### src/rtl/toggle_cover_pkg.sv
// rtl/toggle_cover_pkg.sv - shared types and helpers for the toggle coverage tracker
package toggle_cover_pkg;

    localparam int COVER_IDX_W = 64;

    function automatic int cnt_width(input int width);
        return $clog2(width + 1);
    endfunction

    typedef struct packed {
        logic [COVER_IDX_W-1:0] idx;
    } evt_t;

endpackage

### src/rtl/cover_prio_enc.sv
// rtl/cover_prio_enc.sv - lowest-set-bit priority encoder
module cover_prio_enc #(
    parameter int WIDTH = 32,
    parameter int IDX_W = (WIDTH > 1) ? $clog2(WIDTH) : 1
) (
    input  logic [WIDTH-1:0] req,
    output logic [IDX_W-1:0] idx,
    output logic             any
);

    // Scan downward so the lowest set bit is the last (winning) assignment
    always_comb begin
        idx = '0;
        any = |req;
        for (int i = WIDTH - 1; i >= 0; i--) begin
            if (req[i]) begin
                idx = IDX_W'(i);
            end
        end
    end

endmodule

### src/rtl/toggle_cover_tracker.sv
// rtl/toggle_cover_tracker.sv - per-bit toggle coverage with valid pulses and index event stream
module toggle_cover_tracker
    import toggle_cover_pkg::*;
#(
    parameter int WIDTH       = 32,
    parameter int COVER_INDEX = 0,
    parameter int COVER_TOTAL = 38253
) (
    input  logic                        clock,
    input  logic                        reset,
    input  logic                        en,
    input  logic                        clear,
    input  logic [WIDTH-1:0]            signal,
    output logic [WIDTH-1:0]            valid,
    output logic                        evt_valid,
    input  logic                        evt_ready,
    output logic [COVER_IDX_W-1:0]      evt_index,
    output logic [cnt_width(WIDTH)-1:0] hit_count,
    output logic                        all_hit
);

    localparam int CNT_W = cnt_width(WIDTH);
    localparam int IDX_W = (WIDTH > 1) ? $clog2(WIDTH) : 1;

    if (COVER_INDEX + WIDTH > COVER_TOTAL) begin : g_range_check
        $error("toggle_cover_tracker: COVER_INDEX+WIDTH exceeds COVER_TOTAL");
    end

    logic [WIDTH-1:0] prev;
    logic             primed;
    logic [WIDTH-1:0] rise_seen;
    logic [WIDTH-1:0] fall_seen;
    logic [WIDTH-1:0] covered;
    logic [WIDTH-1:0] pending;
    evt_t             evt_q;

    logic [WIDTH-1:0] rise;
    logic [WIDTH-1:0] fall;
    logic [WIDTH-1:0] rise_seen_nxt;
    logic [WIDTH-1:0] fall_seen_nxt;
    logic [WIDTH-1:0] new_bits;
    logic [WIDTH-1:0] pend_all;
    logic [WIDTH-1:0] pend_pop;
    logic [CNT_W-1:0] new_cnt;
    logic [IDX_W-1:0] enc_idx;
    logic             enc_any;
    logic             load;

    always_comb begin
        rise          = '0;
        fall          = '0;
        if (en && primed) begin
            rise = ~prev & signal;
            fall = prev & ~signal;
        end
        rise_seen_nxt = rise_seen | rise;
        fall_seen_nxt = fall_seen | fall;
        new_bits      = rise_seen_nxt & fall_seen_nxt & ~covered;
    end

    always_comb begin
        new_cnt = '0;
        for (int i = 0; i < WIDTH; i++) begin
            new_cnt = new_cnt + CNT_W'(new_bits[i]);
        end
    end

    // Newly covered bits are visible to the encoder in the cycle they appear
    assign pend_all = pending | new_bits;

    cover_prio_enc #(
        .WIDTH (WIDTH),
        .IDX_W (IDX_W)
    ) u_prio_enc (
        .req (pend_all),
        .idx (enc_idx),
        .any (enc_any)
    );

    assign load     = ~evt_valid | evt_ready;
    assign pend_pop = pend_all & ~(WIDTH'(1) << enc_idx);

    always_ff @(posedge clock or negedge reset) begin
        if (!reset) begin
            prev      <= '0;
            primed    <= 1'b0;
            rise_seen <= '0;
            fall_seen <= '0;
            covered   <= '0;
            pending   <= '0;
            valid     <= '0;
            evt_valid <= 1'b0;
            evt_q     <= '0;
            hit_count <= '0;
        end else if (clear) begin
            primed    <= 1'b0;
            rise_seen <= '0;
            fall_seen <= '0;
            covered   <= '0;
            pending   <= '0;
            valid     <= '0;
            evt_valid <= 1'b0;
            hit_count <= '0;
        end else begin
            if (en) begin
                prev   <= signal;
                primed <= 1'b1;
            end
            rise_seen <= rise_seen_nxt;
            fall_seen <= fall_seen_nxt;
            covered   <= covered | new_bits;
            valid     <= new_bits;
            hit_count <= hit_count + new_cnt;
            if (load) begin
                evt_valid <= enc_any;
                if (enc_any) begin
                    evt_q.idx <= COVER_IDX_W'(COVER_INDEX) + COVER_IDX_W'(enc_idx);
                    pending   <= pend_pop;
                end else begin
                    pending   <= pend_all;
                end
            end else begin
                pending <= pend_all;
            end
        end
    end

    assign evt_index = evt_q.idx;
    assign all_hit   = (hit_count == CNT_W'(WIDTH));

endmodule

### config.mk
export PLATFORM = sky130hd
export DESIGN_NAME = toggle_cover_tracker
export DESIGN_NICKNAME = d
export VERILOG_FILES = /design/src/rtl/toggle_cover_pkg.sv /design/src/rtl/cover_prio_enc.sv /design/src/rtl/toggle_cover_tracker.sv
export SDC_FILE = /design/constraint.sdc
export NUM_CORES = 1
export LEC_CHECK = 0
export CAP_MARGIN = 20
export CORE_UTILIZATION = 30
export DETAILED_ROUTE_END_ITERATION = 10
export DONT_BUFFER_PORTS = 1
export GPL_TIMING_DRIVEN = 0
export HOLD_SLACK_MARGIN = 0.05
export PLACE_DENSITY = 0.5
export SYNTH_ARGS = -nofsm -noshare
export SYNTH_HDL_FRONTEND = slang
export SYNTH_SLANG_ARGS = --single-unit
### constraint.sdc
create_clock -name clock -period 6.83 [get_ports clock]
set_input_delay 1.366 -clock clock [delete_from_list [all_inputs] [get_ports clock]]
set_output_delay 1.366 -clock clock [all_outputs]
set_load 0.02 [all_outputs]
==> flow_metrics.tcl <==
set metrics [dict create \
    status "complete, no violations" \
    ys_seq_area_share_pct 49.2 \
    htreeDepth 1 \
    dr.pass1.iters 5 \
    synth_xor_area_share_pct 0.504 \
    slowest_delay_ns 0.59 \
    hold_viol 0 \
    io_pins 141 \
    synthTopCellsByArea "dfrtp_1 (49%), nor2_1 (8.7%), fa_1 (5.0%), buf_4 (4.3%), inv_1 (3.1%)" \
    leakage_uw 0.00565 \
    endpoint_kind "flop" \
    final_net_count 1176 \
    rr_endpoint "hit_count[5]" \
    worstMarginPinSlew_ns 0.955 \
    fin_skew_ns 0.0178 \
    synth_top_family_by_area "simple AND/OR/NAND/NOR gates" \
    finalMaxSlewViolations 0 \
    power.density_nw_per_um2 240 \
    synth-simple-area-share_pct 18.9 \
    cts_tree "built" \
    cts_buffers 25 \
    synth_area_um2 10400 \
    coreArea_um2 33900 \
    synth_cell_type_count 74 \
    final-instance-count-excl-fill 1563 \
    async_flop_share_pct 100 \
    ir_drop_uv 179 \
    globalRouteOverflowTotal 0 \
    vias 7341 \
    path_max_fanout 10 \
    syn_area_per_cell_um2 10.4 \
    period_minus_slack_ns 6.61 \
    netlist.area_leader.share_pct 49.2 \
    place_inst 1513 \
    synth-edff-count 0 \
    cp_data_required_time_ns 7.21 \
    r2r_start "primed" \
    grt_pass1_vias 7157 \
    startpoint "en" \
    mostFrequentLayoutCells "nor2_1 (242), dfrtp_1 (205), inv_1 (87)" \
    gp_congestion 0.866 \
    syn2layout_area_growth_pct 16.2 \
    insertion_delay_ns 0.52 \
    postLayoutCoreUtil_pct 35.8 \
    die_w_um 188 \
    rsz0062_at_grt "no" \
    fmax_mhz 151 \
    cpMostUsedCell "fa_1" \
    clkTransAtPathRegs_ns 0.05 \
    grt_first_pass_wirelength_mm 44.2 \
    crit_path_top_delay_cell "fa_2" \
    ys.flop_type "dfrtp_1" \
    regToRegSetupSlack_ns 0.32 \
    antenna_found_initial 3 \
    detail_route.wirelength_mm 28.9 \
    drtIter0Drc 522 \
    cts-root-buf "clkbuf_16" \
    holdPathEnd "valid[22]" \
    drcViolationCount 0 \
    post-route-period-util_pct 96.8 \
    synth-adder-area-share_pct 6.43 \
    numPortBuffers 0 \
    cts.sinks 205 \
    drive_above_1_share_pct 18.5 \
    die-area_um2 35500 \
    cts_buffer_depth 3 \
    synth-seq-cells 205 \
    setup_violations 0 \
    cp_cell_sequence "and2_1 > buf_6 > buf_12 > buf_12 > a31oi_4 > or3_4 > fa_1 > fa_1 > inv_1 > fa_2 > inv_1 > fa_1 > fa_1 > fa_2 > fa_2 > nor2b_1 > o21ai_0 > nand2b_1 > a21o_1 > a21oi_1 > xnor2_1 > nor2_1" \
    crit_arrival_ns 6.99 \
    ys_warn_count 0 \
    start_util_pct 30.8 \
    hold_class "flop to flop" \
    grt.busiest_layer "met2" \
    reg2regPathDepth 21 \
    synth_area_leader_cell "dfrtp_1" \
    grt_max_degree 206 \
    maxCapViolCount 0 \
    routedWlPerCell_um 18.5 \
    path_class "input port to flop" \
    muxShareOfSynthArea_pct 2.92 \
    globalRouteMet1Util_pct 22.1 \
    rows 67 \
    totalPowerFinal_uw 2910 \
    cp_top_family "adder cells" \
    grt.met3_usage_pct 3.04 \
    dpl.hpwl_mm 20.3 \
    hold_depth 1 \
    synthCells 1007 \
    synth_compound_area_share_pct 12.9 \
    grt_use_total_pct 16.4 \
    viasPerCell 4.70 \
    holdCritStartpoint "covered[22]" \
    start_kind "input port" \
    drt.antenna.violating_nets 0 \
    finalHoldWorstSlack_ns 0.491 \
    die_height_um 188 \
    slew_headroom_pct 36.4 \
    final_common_cell "nor2_1" \
    cp_num_buf_inv 5 \
    met2_usage_pct 26.8 \
]
==> worst register-to-register path: stages, from the launching register on <==
cell and delay [ns]:
dfrtp_1 0.49, buf_4 0.30, clkbuf_4 0.32, and4b_1 0.26, a21oi_1 0.12, or3_4 0.36
fa_1 0.53, fa_1 0.53, inv_1 0.05, fa_2 0.57, inv_1 0.07, fa_1 0.55
fa_1 0.45, fa_2 0.59, fa_2 0.26, nor2b_1 0.06, o21ai_0 0.16, nand2b_1 0.12
a21o_1 0.19, a21oi_1 0.20, xnor2_1 0.14, nor2_1 0.05
==> report_power, final <==
| part | switching [uW] | internal (uW) | leakage, uW | total (uW) |
|---|---|---|---|---|
| combinational | 210 | 132 | 0.00251 | 342 |
| sequential | 74.3 | 1280 | 0.00278 | 1350 |
| clock | 501 | 718 | 0.000364 | 1220 |
==> cells by family (layout without fill, tap and decap cells) <==
kind of cell             count (synthesis)  count (layout)
AND/OR/NAND/NOR                        389             389
flip-flops                             205             205
buffers and inverters                  180             229
AO/OA/AOI/OAI                          161             161
adder cells (fa/ha/maj)                 38              38
multiplexers                            27              27
XOR/XNOR                                 6               6
other                                    1              60
==> worst max path at each step <==
| stage | end | slack [ns] | depth (start not counted) |
|---|---|---|---|
| floorplan | hit_count[4] | 0.0009 | 22 |
| global route | hit_count[5] | 0.02 | 22 |
| CTS | hit_count[4] | 0.02 | 21 |
| detailed placement | hit_count[4] | -1.01 | 18 |
| finish | hit_count[5] | 0.22 | 22 |
| global placement | hit_count[4] | -1.02 | 18 |
==> layer usage <==
layer / up-vias / wire length, um
li1: 3507 / -
met4: 0 / 740
met3: 45 / 1570
met1: 3623 / 13100
met5: - / 0
met2: 166 / 13500
==> stage by stage <==
step	TNS (ns)	instance area (um2)	setup WS (ns)
global placement	-4.31	11200	-1.02
floorplan	0	10700	0.000872
global route	0	12100	0.0207
detailed placement	-4.29	11200	-1.01
CTS	0	12000	0.0151
finish	0	12100	0.221
==> state kept, by name (all words and copies together) (netlist names) <==
register   cells
pending       32
hit_count      6
prev          32
covered       32
primed         1
fall_seen     32
rise_seen     32
evt_index      5
evt_valid      1
valid         32
==> timing repair <==
item | CTS | global route
hold buffers | 0 | 0
buffers inserted | 0 | 9
setup endpoints to repair | 5 | 2
pin swaps | 1 | 4
gates resized for setup | 10 | 12
==> synthesized netlist by cell type (3+ instances only) <==
cell and number:
a211oi_1 14, a21oi_1 41, a221oi_2 3, a311oi_1 8
a31o_2 3, a31oi_1 18, a31oi_2 8, a31oi_4 8
and2_1 7, and4b_1 32, buf_2 3, buf_4 60
clkbuf_1 26, dfrtp_1 205, fa_1 26, ha_1 12
inv_1 87, mux2_2 27, nand2_1 19, nand3_1 8
nand3b_1 4, nor2_1 242, nor2b_1 4, nor3_1 22
nor3_2 3, nor3b_1 3, nor4_1 10, o211a_1 3
o21ai_0 13, o31a_1 3, o31ai_1 11, o31ai_2 4
or3_1 14, xnor2_1 3, xor2_1 3
==> final cells by class <==
cell class	instances	area [um2]
buffer	93	644
fill	3453	21800
timing repair buffer	9	67.6
inverter	87	327
sequential	205	5130
antenna	1	2.50
clock inverter	3	15.0
clock buffer	37	721
multi-input combinational	680	4650
tap	448	561
No activity file was read; power rests on OpenSTA's default activity.
